<file path="config.mk">
export PLATFORM = sky130hd
export DESIGN_NAME = ghost_mode_scheduler_flat
export DESIGN_NICKNAME = d
export VERILOG_FILES = /design/src/rtl/ghost_mode_scheduler_if.sv /design/src/rtl/ghost_mode_scheduler.sv /design/src/flat_wrapper.sv
export SDC_FILE = /design/constraint.sdc
export NUM_CORES = 1
export LEC_CHECK = 0
export CAP_MARGIN = 10
export CORE_UTILIZATION = 25
export DETAILED_ROUTE_END_ITERATION = 12
export GPL_ROUTABILITY_DRIVEN = 0
export SETUP_SLACK_MARGIN = 0.1
export SYNTH_ARGS = -nofsm -noshare
export SYNTH_HDL_FRONTEND = slang
export SYNTH_SLANG_ARGS = --single-unit
</file>
<file path="constraint.sdc">
create_clock -name clk -period 3.3 [get_ports clk]
set_clock_uncertainty 0.2 [all_clocks]
set_input_delay 0.66 -clock clk [delete_from_list [all_inputs] [get_ports clk]]
set_output_delay 0.66 -clock clk [all_outputs]
set_load 0.02 [all_outputs]
</file>
<file path="src/rtl/ghost_mode_scheduler_if.sv">
// Control and mode bus between the game logic and the ghost mode scheduler.
// master: game/top level (drives the control inputs, observes modes).
// slave : the scheduler itself.
// start and pause are levels. levelRestart and powerPellet are one-clk pulses.
// reversePulse and frameTick are one-clk strobes.
interface ghost_mode_scheduler_if;
  logic       start;
  logic       pause;
  logic       levelRestart;
  logic       powerPellet;
  logic       isScatter;
  logic       isChase;
  logic       isFrightened;
  logic       frightFlash;
  logic       reversePulse;
  logic       frameTick;
  logic [2:0] phase;

  modport master (
    output start, pause, levelRestart, powerPellet,
    input  isScatter, isChase, isFrightened, frightFlash, reversePulse, frameTick, phase
  );

  modport slave (
    input  start, pause, levelRestart, powerPellet,
    output isScatter, isChase, isFrightened, frightFlash, reversePulse, frameTick, phase
  );
endinterface

</file>
<file path="src/rtl/ghost_mode_scheduler.sv">
// ghost_mode_scheduler: global scatter/chase/frightened sequencer for the ghosts.
// Divides clk into a frame tick, walks the fixed 8-entry scatter/chase schedule,
// and overlays a frightened window on power pellets.
// Optional feature macro: GHOST_FRIGHT_FLASH_EN enables the frightFlash blink logic.
// state_dbg exposes the FSM state (0 IDLE, 1 SCATTER, 2 CHASE, 3 FRIGHT).
module ghost_mode_scheduler #(
  parameter int TICK_DIV     = 416_666,
  parameter int SCAT_LONG    = 420,
  parameter int SCAT_SHORT   = 300,
  parameter int CHASE_LEN    = 1200,
  parameter int FRIGHT_TICKS = 360,
  parameter int FLASH_TICKS  = 120
) (
  input  logic                 clk,
  input  logic                 reset,
  ghost_mode_scheduler_if.slave bus,
  output logic [1:0]           state_dbg
);

  typedef enum logic [1:0] {
    IDLE    = 2'd0,
    SCATTER = 2'd1,
    CHASE   = 2'd2,
    FRIGHT  = 2'd3
  } state_e;

  localparam logic [19:0] DIV_MAX       = 20'(TICK_DIV - 1);
  localparam logic [10:0] SCAT_LONG_M1  = 11'(SCAT_LONG - 1);
  localparam logic [10:0] SCAT_SHORT_M1 = 11'(SCAT_SHORT - 1);
  localparam logic [10:0] CHASE_LEN_M1  = 11'(CHASE_LEN - 1);
  localparam logic [9:0]  FRIGHT_LOAD   = 10'(FRIGHT_TICKS);

  state_e      state_q, state_d;
  logic [19:0] div_q, div_d;
  logic [10:0] timer_q, timer_d;
  logic [9:0]  fright_q, fright_d;
  logic [2:0]  phase_q, phase_d;
  logic        is_scatter_q, is_scatter_d;
  logic        is_chase_q, is_chase_d;
  logic        is_fright_q, is_fright_d;
  logic        frame_tick_q, frame_tick_d;
  logic        reverse_q, reverse_d;

  // Last timer value of a timed phase; phase 7 never reaches its expiry check.
  function automatic logic [10:0] phase_last(input logic [2:0] p);
    case (p)
      3'd0, 3'd2: return SCAT_LONG_M1;
      3'd4, 3'd6: return SCAT_SHORT_M1;
      default:    return CHASE_LEN_M1;
    endcase
  endfunction

  // Odd phases are chase, even phases are scatter.
  function automatic state_e phase_mode(input logic [2:0] p);
    return p[0] ? CHASE : SCATTER;
  endfunction

  // Next-state: start=0 beats levelRestart beats powerPellet beats expiry.
  always_comb begin
    state_d      = state_q;
    div_d        = div_q;
    timer_d      = timer_q;
    fright_d     = fright_q;
    phase_d      = phase_q;
    frame_tick_d = 1'b0;
    reverse_d    = 1'b0;

    if (!bus.start) begin
      state_d  = IDLE;
      div_d    = '0;
      timer_d  = '0;
      fright_d = '0;
      phase_d  = '0;
    end else if (state_q == IDLE) begin
      state_d = SCATTER;
    end else begin
      if (!bus.pause) begin
        if (div_q == DIV_MAX) begin
          div_d        = '0;
          frame_tick_d = 1'b1;
        end else begin
          div_d = div_q + 20'd1;
        end
      end

      if (bus.levelRestart) begin
        state_d  = SCATTER;
        timer_d  = '0;
        fright_d = '0;
        phase_d  = '0;
      end else if (bus.powerPellet) begin
        // A pellet on an expiry frame swallows that frame: the timer stays at
        // duration-1 so the phase expires on the first frame after FRIGHT.
        state_d   = FRIGHT;
        fright_d  = FRIGHT_LOAD;
        reverse_d = (state_q != FRIGHT);
      end else if (frame_tick_d) begin
        if (state_q == FRIGHT) begin
          if (fright_q <= 10'd1) begin
            fright_d = '0;
            state_d  = phase_mode(phase_q);
          end else begin
            fright_d = fright_q - 10'd1;
          end
        end else if (phase_q != 3'd7 && timer_q == phase_last(phase_q)) begin
          timer_d   = '0;
          phase_d   = phase_q + 3'd1;
          state_d   = phase_mode(phase_q + 3'd1);
          reverse_d = 1'b1;
        end else if (timer_q != '1) begin
          // Phase 7 runs forever; saturate rather than wrap.
          timer_d = timer_q + 11'd1;
        end
      end
    end

    is_scatter_d = (state_d == SCATTER);
    is_chase_d   = (state_d == CHASE);
    is_fright_d  = (state_d == FRIGHT);
  end

  // State, counters and registered outputs.
  always_ff @(posedge clk or posedge reset) begin
    if (reset) begin
      state_q      <= IDLE;
      div_q        <= '0;
      timer_q      <= '0;
      fright_q     <= '0;
      phase_q      <= '0;
      is_scatter_q <= 1'b0;
      is_chase_q   <= 1'b0;
      is_fright_q  <= 1'b0;
      frame_tick_q <= 1'b0;
      reverse_q    <= 1'b0;
    end else begin
      state_q      <= state_d;
      div_q        <= div_d;
      timer_q      <= timer_d;
      fright_q     <= fright_d;
      phase_q      <= phase_d;
      is_scatter_q <= is_scatter_d;
      is_chase_q   <= is_chase_d;
      is_fright_q  <= is_fright_d;
      frame_tick_q <= frame_tick_d;
      reverse_q    <= reverse_d;
    end
  end

  assign bus.isScatter    = is_scatter_q;
  assign bus.isChase      = is_chase_q;
  assign bus.isFrightened = is_fright_q;
  assign bus.reversePulse = reverse_q;
  assign bus.frameTick    = frame_tick_q;
  assign bus.phase        = phase_q;
  assign state_dbg        = state_q;

`ifdef GHOST_FRIGHT_FLASH_EN
  localparam logic [9:0] FLASH_LVL = 10'(FLASH_TICKS);

  logic       flash_q, flash_d;
  logic       flash_win_q, flash_win_d;
  logic [3:0] flash_cnt_q, flash_cnt_d;

  // Blink: high on entering the final window, then toggle every 15 frames.
  always_comb begin
    flash_d     = 1'b0;
    flash_cnt_d = '0;
    flash_win_d = (state_d == FRIGHT) && (fright_d != '0) && (fright_d <= FLASH_LVL);
    if (flash_win_d) begin
      if (!flash_win_q) begin
        flash_d = 1'b1;
      end else begin
        flash_d     = flash_q;
        flash_cnt_d = flash_cnt_q;
        if (frame_tick_d) begin
          if (flash_cnt_q == 4'd14) begin
            flash_cnt_d = '0;
            flash_d     = !flash_q;
          end else begin
            flash_cnt_d = flash_cnt_q + 4'd1;
          end
        end
      end
    end
  end

  // Blink registers.
  always_ff @(posedge clk or posedge reset) begin
    if (reset) begin
      flash_q     <= 1'b0;
      flash_win_q <= 1'b0;
      flash_cnt_q <= '0;
    end else begin
      flash_q     <= flash_d;
      flash_win_q <= flash_win_d;
      flash_cnt_q <= flash_cnt_d;
    end
  end

  assign bus.frightFlash = flash_q;
`else
  logic unused_flash_cfg;
  assign unused_flash_cfg = ^FLASH_TICKS;
  assign bus.frightFlash  = 1'b0;
`endif

endmodule

</file>
<file path="src/flat_wrapper.sv">
// flat-port wrapper written by rule: the top's interface ports become plain ports
module ghost_mode_scheduler_flat 
#(
  parameter int TICK_DIV     = 416_666,
  parameter int SCAT_LONG    = 420,
  parameter int SCAT_SHORT   = 300,
  parameter int CHASE_LEN    = 1200,
  parameter int FRIGHT_TICKS = 360,
  parameter int FLASH_TICKS  = 120
)
  (clk, reset, state_dbg, bus_start, bus_pause, bus_levelRestart, bus_powerPellet, bus_isScatter, bus_isChase, bus_isFrightened, bus_frightFlash, bus_reversePulse, bus_frameTick, bus_phase);
  ghost_mode_scheduler_if bus_i ();
  input  logic clk;
  input  logic reset;
  output logic [1:0] state_dbg;
  input wire logic [$bits(bus_i.start)-1:0] bus_start;
  input wire logic [$bits(bus_i.pause)-1:0] bus_pause;
  input wire logic [$bits(bus_i.levelRestart)-1:0] bus_levelRestart;
  input wire logic [$bits(bus_i.powerPellet)-1:0] bus_powerPellet;
  output wire logic [$bits(bus_i.isScatter)-1:0] bus_isScatter;
  output wire logic [$bits(bus_i.isChase)-1:0] bus_isChase;
  output wire logic [$bits(bus_i.isFrightened)-1:0] bus_isFrightened;
  output wire logic [$bits(bus_i.frightFlash)-1:0] bus_frightFlash;
  output wire logic [$bits(bus_i.reversePulse)-1:0] bus_reversePulse;
  output wire logic [$bits(bus_i.frameTick)-1:0] bus_frameTick;
  output wire logic [$bits(bus_i.phase)-1:0] bus_phase;
  assign bus_i.start = bus_start;
  assign bus_i.pause = bus_pause;
  assign bus_i.levelRestart = bus_levelRestart;
  assign bus_i.powerPellet = bus_powerPellet;
  assign bus_isScatter = bus_i.isScatter;
  assign bus_isChase = bus_i.isChase;
  assign bus_isFrightened = bus_i.isFrightened;
  assign bus_frightFlash = bus_i.frightFlash;
  assign bus_reversePulse = bus_i.reversePulse;
  assign bus_frameTick = bus_i.frameTick;
  assign bus_phase = bus_i.phase;
  ghost_mode_scheduler #(.TICK_DIV(TICK_DIV), .SCAT_LONG(SCAT_LONG), .SCAT_SHORT(SCAT_SHORT), .CHASE_LEN(CHASE_LEN), .FRIGHT_TICKS(FRIGHT_TICKS), .FLASH_TICKS(FLASH_TICKS)) u_core (.clk(clk), .reset(reset), .bus(bus_i), .state_dbg(state_dbg));
endmodule
</file>
* After elaboration in Yosys (flattened, before gate mapping) *
Cells that the tools add are included.

cells by class
  reduce and logical (&&, ||, !) cells = 9
  multiplexer cells = 56
  eq/ne operators = 21
  add/sub/neg operators = 4
  order comparisons = 1

operators by type and width
  operator                                              number
  2-to-1 mux 11 bit                                     14
  2-to-1 mux 20 bit                                     4
  2-to-1 mux 10 bit                                     7
  one-hot mux 11 bit (2 select lines)                   1
  2-to-1 mux 3 bit                                      7
  adder 20 x 1 -> 20 bit, second input constant         1
  == test 20 x 19 -> 1 bit, second input constant       1
  2-to-1 mux 2 bit                                      10
  2-to-1 mux 1 bit                                      13
  != test 4 x 1 -> 1 bit, second input constant         3
  adder 11 x 1 -> 11 bit, second input constant         1
  == test 11 bit                                        1
  != test 11 bit, second input constant                 1
  <= comparator 10 x 1 -> 1 bit, second input constant  1
  AND reduction 5 bit                                   2
  subtractor 10 x 1 -> 10 bit, second input constant    1
  != test 3 bit, second input constant                  3
  == test 2 bit, second input constant                  3
  == test 3 bit, second input constant                  2
  != test 2 bit, second input constant                  3
  != test 3 x 1 -> 1 bit, second input constant         2
  OR reduction 2 bit                                    2
  adder 3 x 1 -> 3 bit, second input constant           1
  == test 3 x 2 -> 1 bit, second input constant         1
  other kinds (6)                                       6

word-level totals
  bits of input ports = 6
  flip-flop bits (word level) = 51
  output and inout bits = 11

* Longest topological paths before layout *
Gate-level depths: netlist of the first run.

  word-level depth = 20
  depth in mapped cells = 10
  mapped depth without buffers = 8

* Worst setup path after synthesis of the first run *
OpenSTA, ideal clock, no wires.

  path type = flip-flop to flip-flop
  start = register u_core.phase_q[0] (netlist: u_core.bus.phase[0])
  end = register u_core.is_chase_q (netlist: u_core.bus.isChase)
  data required time = 3,027 ps
  setup time = 73 ps
  path buffers = 0
  clock period less this slack = 2,844 ps
  cell stages (with the launch flop) = 9
  path slack = 456 ps
  arrival time = 2,571 ps
  cell sequence = dfrtp_1 > ha_1 > ha_1 > or4b_2 > nor4_2 > o21ai_0 > mux2_2 > a31oi_2 > nor2b_1

on the way
  cells in the longest elaborated chain, start to end = 19
  elaborated cells between the ends (all ways) = 28
  classes of those cells = add/sub (1); eq/ne (6); mux (17); reduce/logical (4)

ends and longest elaborated chain
  what                                   line                         text
  start, declared                        ghost_mode_scheduler.sv:37   logic [2:0] phase_q, phase_d;
  start signal, assigned                 ghost_mode_scheduler.sv:140  phase_q <= phase_d;
  == test 3 bit (tied with other cells)  ghost_mode_scheduler.sv:46   case (p)
  OR reduction 2 bit                     ghost_mode_scheduler.sv:46
  one-hot mux 11 bit (2 select lines)    ghost_mode_scheduler.sv:46
  2-to-1 mux 11 bit                      ghost_mode_scheduler.sv:98   if (state_q == FRIGHT) begin
  2-to-1 mux 11 bit                      ghost_mode_scheduler.sv:97   end else if (frame_tick_d) begin
  2-to-1 mux 11 bit                      ghost_mode_scheduler.sv:91   end else if (bus.powerPellet) begin
  2-to-1 mux 11 bit                      ghost_mode_scheduler.sv:86   if (bus.levelRestart) begin
  2-to-1 mux 11 bit                      ghost_mode_scheduler.sv:74   end else if (state_q == IDLE) begin
  (+5 left out)                          n/a
  2-to-1 mux 2 bit (*)                   ghost_mode_scheduler.sv:97
  2-to-1 mux 2 bit (*)                   ghost_mode_scheduler.sv:91
  2-to-1 mux 2 bit (*)                   ghost_mode_scheduler.sv:86
  2-to-1 mux 2 bit (*)                   ghost_mode_scheduler.sv:74
  2-to-1 mux 2 bit (*)                   ghost_mode_scheduler.sv:68   if (!bus.start) begin
  net u_core.state_d[1]                  ghost_mode_scheduler.sv:33   state_e state_q, state_d;
  == test 2 bit (*)                      ghost_mode_scheduler.sv:118  is_chase_d = (state_d == CHASE);
  net u_core.is_chase_d                  ghost_mode_scheduler.sv:39   logic is_chase_q, is_chase_d;
  end signal, assigned                   ghost_mode_scheduler.sv:142  is_chase_q <= is_chase_d;
  end, declared                          ghost_mode_scheduler.sv:39

The timed path passes the listed nets; every way through them passes the cells marked *. The select of a mux whose other input is x is not followed.
A chain may end at the register's enable or synchronous reset.

* Final worst setup path of the first run *
  start = register u_core.phase_q[0] (netlist: u_core.bus.phase[0])
  end = register u_core.is_fright_q (netlist: u_core.bus.isFrightened)

on the way
  cells in the longest elaborated chain, start to end = 19
  elaborated cells between the ends (all ways) = 28
  classes of those cells = add/sub (1); eq/ne (6); mux (17); reduce/logical (4)

ends and longest elaborated chain
  what                                   line                         text
  == test 3 bit (tied with other cells)  ghost_mode_scheduler.sv:46
  OR reduction 2 bit                     ghost_mode_scheduler.sv:46
  one-hot mux 11 bit (2 select lines)    ghost_mode_scheduler.sv:46
  2-to-1 mux 11 bit                      ghost_mode_scheduler.sv:98
  2-to-1 mux 11 bit                      ghost_mode_scheduler.sv:97
  2-to-1 mux 11 bit                      ghost_mode_scheduler.sv:91
  2-to-1 mux 11 bit                      ghost_mode_scheduler.sv:86
  2-to-1 mux 11 bit                      ghost_mode_scheduler.sv:74
  (+5 left out)                          n/a
  2-to-1 mux 2 bit (*)                   ghost_mode_scheduler.sv:97
  2-to-1 mux 2 bit (*)                   ghost_mode_scheduler.sv:91
  2-to-1 mux 2 bit (*)                   ghost_mode_scheduler.sv:86
  2-to-1 mux 2 bit (*)                   ghost_mode_scheduler.sv:74
  2-to-1 mux 2 bit (*)                   ghost_mode_scheduler.sv:68
  net u_core.state_d[0]                  ghost_mode_scheduler.sv:33
  == test 2 bit (*)                      ghost_mode_scheduler.sv:119  is_fright_d = (state_d == FRIGHT);
  net u_core.is_fright_d                 ghost_mode_scheduler.sv:40   logic is_fright_q, is_fright_d;
  end signal, assigned                   ghost_mode_scheduler.sv:143  is_fright_q <= is_fright_d;
  end, declared                          ghost_mode_scheduler.sv:40

Marked as above.

==> flow_summary.ini, run 1 <==
[sta]
fin_setup_tns_ps = 0
setup_violations = 0
hold_violations = 0
slew_headroom = 0.632
worst_slew_pin_slew_ps = 545
clock.fmax_ghz = 0.336
final_max_slew_viol_count = 0
holdWs_ps = 317
rsz0062_at_grt = no
post-route-period-util = 0.901
fin_crit_ps = 2970

[final_layout]
drive_above_1_share = 0.0609
syn2layout_area_growth_pct = 16.3
post-route-util = 0.304
antenna_cells = 0
nNetsFinal = 376

[routing]
dr.pass1.iters = 11
drt-initial-drc-count = 212
routed_wl_um = 6970
drtAntennaViolNets = 0
drc = 1
via_count = 2597
post_drt_wl_per_cell_um = 13.8
vias_per_cell = 5.15

[power]
ir_worst_vdd_mv = 0.209
total_leakage_power_nw = 1.41
pwr_density_cell_nw_per_um2 = 407

[logic_synthesis]
yosysTopAreaCell = dfrtp_1
synth_top_family_by_area = simple AND/OR/NAND/NOR gates
syn-instance-count = 345
synth_fa_ha_area_frac = 0.0371
ys_seq_elements = 51
ys.flop_type = dfrtp_1
synth-compound-area-share = 0.178
yosysWarnings = 0
syn_area_um2 = 3030
muxShareOfSynthArea = 0.00701
synth-xor-area-share = 0.0433
synth_cell_types = 55
yosys-top-cells-area = dfrtp_1 42%, nor2_1 5.8%, o21ai_0 4.5%
async_flop_share = 1.00
syn_nets = 360
synth_edf_count = 0
yosys.area_share.simple = 0.284
synthDominantCellAreaShare = 0.421
synth_area_per_cell_um2 = 8.79
ys_seq_area_frac = 0.421

[worst_setup_path]
crit_family = simple AND/OR/NAND/NOR gates
crit_type = flop to flop
cp-end-kind = flop
path_buf_inv = 0
cp.required_ps = 3280
crit_path_start_kind = flop
crit_fanout = 9
slowest_stage = or4b_2
cpMostUsedCell = ha_1
max_stage_delay_ps = 620
cp.arrival_ps = 2950
path_cells = ha_1, ha_1, or4b_2, nor4_2, o21a_1, a22o_1, a21oi_1, and2_1

[global_routing]
antenna_found_initial = 0
grt_pass1_vias = 2561
grt_max_degree = 29
grtUsageTotal = 0.118
grt_overflow_total = 0
grt_pass1_wl_um = 12400

[floorplan]
row_count = 39
die_height_um = 112
core-area_um2 = 11600
io_pins = 17
die-area_um2 = 12600
die_w_um = 112
initial_core_util = 0.261

[clocking]
clock_latency_ps = 290
cts_tree = built
clk_pin_slew_ps = 60
postCtsHoldBufs = 0
clock_tree.buffer_depth = 2
numCtsBuffers = 5
cts_sinks = 51
cts_root_buffer = clkbuf_16
cts_max_level = 2
postCtsSetupBuffers = 0
cts_resized = 0

[flow_run]
maxCapViolCount = 0

[min_path]
hp-class = flop to flop

[placement]
dp_hpwl_um = 5230
port_buffers = 15

[run_status]
violations = design-rule violations
outcome = complete, but fails checks
==> kinds of logic (layout without fill, tap and decap cells) <==
kind of cell / after synthesis / count (layout)
and+or+nand+nor: 164 / 164
AOI/OAI and AO/OA: 82 / 82
DFF: 51 / 51
buffers and inverters: 21 / 37
xor gates and xnor gates: 15 / 15
adders and majority gates: 9 / 9
muxes: 2 / 2
other: 1 / 1
==> final cells by class <==
cell class | count | area, µm²
Sequential cell | 51 | 1280
Clock buffer | 5 | 125
Fill cell | 1218 | 8090
Multi-Input combinational cell | 273 | 1670
Inverter | 10 | 37.5
Clock inverter | 2 | 37.5
Timing Repair Buffer | 20 | 200
Tap cell | 143 | 179
==> per-layer routing <==
metal | track usage | share of wire | vias up
li1 | - | - | 1287
met1 | 0.161 | 0.49 | 1243
met5 | 0 | 0 | -
met3 | 0.0151 | 0.042 | 5
met2 | 0.198 | 0.46 | 62
met4 | 0.0249 | 0.0092 | 0
==> registers in the layout, summed over array words and instances (netlist names) <==
name / cells
u_core.bus.reversePulse: 1
u_core.bus.isChase: 1
u_core.fright_q: 10
u_core.bus.isScatter: 1
u_core.bus.frameTick: 1
u_core.div_q: 20
u_core.state_dbg: 2
u_core.bus.phase: 3
u_core.timer_q: 11
u_core.bus.isFrightened: 1
==> path summary, 6_finish.rpt <==
path                                            startpoint  cells past startpoint  slack, ps                           endpoint
min in group asynchronous                            reset                      2        530       u_core.bus.isChase$_DFF_PP0_
max in group asynchronous                            reset                      3       1840     u_core.fright_q[5]$_DFFE_PP0P_
hold reg to reg             u_core.fright_q[5]$_DFFE_PP0P_                      1        320     u_core.fright_q[5]$_DFFE_PP0P_
setup reg to reg           u_core.bus.phase[0]$_DFFE_PP0P_                      8        330  u_core.bus.isFrightened$_DFF_PP0_
setup / recovery           u_core.bus.phase[0]$_DFFE_PP0P_                      8        330  u_core.bus.isFrightened$_DFF_PP0_
hold / removal              u_core.fright_q[5]$_DFFE_PP0P_                      1        320     u_core.fright_q[5]$_DFFE_PP0P_
==> cells in the mapped netlist (2+ instances only) <==
cell type  number
a21o_1          3
a21oi_1        11
a22o_1          2
a31oi_1         2
a41oi_1         2
and2_1          8
and3_1          5
buf_2           2
clkbuf_1        7
dfrtp_1        51
ha_1            9
inv_1          10
nand2_1        31
nand2b_1        2
nand3_1        14
nand4_1         8
nand4b_1        2
nor2_1         47
nor2b_1         6
nor3_1         12
nor3b_1         2
nor4_1          7
nor4bb_1        3
o211ai_1        8
o21a_1          3
o21ai_0        27
o21ai_1         2
o22ai_1         3
o2bb2ai_1       5
o31ai_1         4
o41ai_1         4
or3_1           5
or4_1           2
or4b_2          2
xnor2_1         5
xor2_1         10
==> report_power, final <==
part	switching [mW]	internal, mW
Clock	0.228	0.354
Combinational	0.119	0.0736
Sequential	0.0191	0.641
Total	0.366	1.07
==> metrics by stage <==
step | setup slack (ps) | area, µm² | instances | power (mW)
2_1_floorplan | 456 | 3030 | 345 | 0.809
5_1_grt | 148 | 3530 | 504 | 1.50
4_1_cts | 302 | 3530 | 504 | 1.45
3_3_place_gp | 430 | 3360 | 497 | 0.863
3_5_place_dp | 328 | 3360 | 497 | 0.866
6_report | 327 | 3530 | 504 | 1.43
==> cell usage in the layout, fill, tap and decap left out, types with 4 or more instances in the layout <==
cell / Yosys / routed
dfrtp_1: 51 / 51
nor2_1: 47 / 47
nand2_1: 31 / 31
o21ai_0: 27 / 26
clkdlybuf4s50_1: 0 / 15
nand3_1: 14 / 14
nor3_1: 12 / 12
a21oi_1: 11 / 11
xor2_1: 10 / 10
inv_1: 10 / 9
ha_1: 9 / 9
nand4_1: 8 / 8
o211ai_1: 8 / 8
and2_1: 8 / 8
nor4_1: 7 / 7
nor2b_1: 6 / 6
or3_1: 5 / 5
and3_1: 5 / 5
xnor2_1: 5 / 5
o2bb2ai_1: 5 / 5
clkbuf_16: 0 / 5
o31ai_1: 4 / 4
o41ai_1: 4 / 4
buf_4: 1 / 4
No activity file was read; power rests on OpenSTA's default activity.
==> run 2: changes to the inputs <==
CORE_MARGIN = 1   (was unset)
==> results of run 2 <==
Final layout, timing and power as in run 1 (identical DEF).
==> run 3: changes to the inputs <==
HOLD_SLACK_MARGIN = 0.1   (was unset)
clock period = 2.9 ns   (was 3.3 ns; I/O delays follow)
==> run 3 against run 2 <==
Compared with the run above:
- first-iteration DRC count decreased by 0.47%
- combinational power grew 23%
- design area is 5.5% higher
- register-to-register slack worse by 150 ps
- routed wire length is 3.3% higher
- the run still ends with design-rule violations left
- global-route usage fell by 0.12 points
- worst setup slack worse by 150 ps
- critical path depth is the same
- core utilization grew 1.7 points
- sequential cell count did not move
- total power increased by 17%
- highest routed layer unchanged
- non-clock buffer count increased by 17
==> flow_summary.ini, run 3 (synthesis gave the netlist of run 1 again) <==
[floorplan]
io_pins = 17
row_count = 39
die_w_um = 112
core-area_um2 = 11600
die-area_um2 = 12600
initial_core_util = 0.261
die_height_um = 112

[power]
p_seq_frac = 0.448
power.switching_mw = 0.427
total_leakage_power_nw = 1.52
ir_worst_vdd_mv = 0.200
power_frac_comb = 0.140
p_clk_frac = 0.412
p_int_mw = 1.25
pwr_density_cell_nw_per_um2 = 452
swShare = 0.254

[worst_setup_path]
reg2reg_depth = 8
cp.arrival_ps = 2740
cpMostUsedCell = ha_1
crit_type = flop to flop
cp-end-kind = flop
max_stage_delay_ps = 500
critical_path.startpoint = u_core.bus.phase[0]$_DFFE_PP0P_
path_cells = ha_1, ha_1, or4b_4, nor4_4, o21ai_2, mux2_2, a31oi_4, nor2b_1
r2r-start = u_core.bus.phase[0]$_DFFE_PP0P_
crit_fanout = 4
slowest_stage = or4b_4
rr_endpoint = u_core.bus.isChase$_DFF_PP0_
endpoint = u_core.bus.isChase$_DFF_PP0_
rrSetupSlack_ps = 180
crit_path_start_kind = flop
cp.required_ps = 2920

[global_routing]
grt_overflow_total = 0
antenna_found_initial = 0
grtUsageTotal = 0.116
grt_pass1_vias = 2484
grt_max_degree = 52
grt_pass1_wl_um = 12100

[sta]
final_max_slew_viol_count = 0
rsz0062_at_grt = no
hold_violations = 0
slew_headroom = 0.507
post-route-period-util = 0.939
clock.fmax_ghz = 0.367
fin_setup_tns_ps = 0
setup_violations = 0
worst_slew_pin_slew_ps = 729
fin_crit_ps = 2720

[run_status]
outcome = complete, but fails checks
violations = design-rule violations

[clocking]
cts_tree = built
clock_tree.buffer_depth = 2
clk_pin_slew_ps = 70
postCtsHoldBufs = 0
cts_sinks = 51
cts_root_buffer = clkbuf_16
cts_max_level = 2
clock_latency_ps = 290
numCtsBuffers = 5

[final_layout]
antenna_cells = 0
final_cell_mix = 50 x dfrtp_1, 45 x nor2_1, 31 x nand2_1
drive_above_1_share = 0.135
num-fill-cells = 1187
post-route-util = 0.320
max_flop_register = u_core.div_q
largest_reg_flops = 20
syn2layout_area_growth_pct = 22.6
nNetsFinal = 393
final_common_cell = dfrtp_1
reg_top3 = u_core.div_q x20, u_core.timer_q x11, u_core.fright_q x10

[routing]
drc = 3
drt-initial-drc-count = 211
dr.pass1.iters = 10
routed_wl_um = 7200
post_drt_wl_per_cell_um = 13.8
vias_per_cell = 5.21
drtAntennaViolNets = 0
via_count = 2722

[placement]
port_buffers = 15
dp_hpwl_um = 5310

[flow_run]
maxCapViolCount = 0

[min_path]
hp-class = flop to flop
==> run 3: layer usage <==
layer / track usage / part of all wire
met1: 0.162 / 0.47
met2: 0.183 / 0.47
met3: 0.0178 / 0.047
met4: 0.0409 / 0.0099
met5: 0 / 0
==> run 3: worst min path at each step <==
| stage | start | to | slack, ps | depth (start not counted) |
|---|---|---|---|---|
| floorplan | u_core.div_q[19]$_DFFE_PP0P_ | u_core.div_q[19]$_DFFE_PP0P_ | 270 | 1 |
| global placement | u_core.div_q[19]$_DFFE_PP0P_ | u_core.div_q[19]$_DFFE_PP0P_ | 300 | 1 |
| finish | u_core.timer_q[1]$_DFFE_PP0P_ | u_core.timer_q[1]$_DFFE_PP0P_ | 310 | 2 |
| CTS | u_core.div_q[19]$_DFFE_PP0P_ | u_core.div_q[19]$_DFFE_PP0P_ | 310 | 1 |
| detailed placement | u_core.fright_q[5]$_DFFE_PP0P_ | u_core.fright_q[5]$_DFFE_PP0P_ | 300 | 1 |
| global route | u_core.fright_q[5]$_DFFE_PP0P_ | u_core.fright_q[5]$_DFFE_PP0P_ | 330 | 1 |
==> run 3: area by class of cell <==
| type | count | area (µm²) | share of cell area |
|---|---|---|---|
| Clock inverter | 2 | 35.0 | 0.00942 |
| Timing Repair Buffer | 37 | 328 | 0.0882 |
| Inverter | 10 | 37.5 | 0.0101 |
| Multi-Input combinational cell | 273 | 1720 | 0.463 |
| Sequential cell | 51 | 1280 | 0.344 |
| Clock buffer | 6 | 139 | 0.0373 |
| Tap cell | 143 | 179 | 0.0481 |
==> run 3: worst max-delay path, delay by kind of cell (launching register included) <==
family,cells,cell delay [ps]
multiplexers,1,330
flip-flops,1,400
AND/OR/NAND/NOR,3,1020
AO/OA/AOI/OAI,2,300
adder cells (fa/ha/maj),2,390
==> run 3: repair_timing <==
action	in CTS	in global routing
endpoints found under the setup margin	4	23
gates resized for setup	1	13
setup buffers	0	4
pin swaps	1	4
==> run 3: power by group through the flow <==
stage	logic, mW	registers, mW	clock network, mW
floorplan	0.160	0.761	0
global placement	0.228	0.764	0
detailed placement	0.230	0.765	0
CTS	0.231	0.752	0.709
global route	0.266	0.755	0.735
finish	0.236	0.753	0.693
==> run 3: per-stage QoR <==
stage | cells | setup slack, ps | cell area [µm²] | power (mW) | hold slack [ps]
after floorplan | 345 | 134 | 3030 | 0.921 | 268
after global placement | 510 | 109 | 3460 | 0.992 | 298
after detailed placement | 510 | 72.2 | 3460 | 0.996 | 298
after CTS | 518 | 125 | 3640 | 1.69 | 311
after global routing | 522 | 51.4 | 3720 | 1.76 | 326
final | 522 | 176 | 3720 | 1.68 | 314
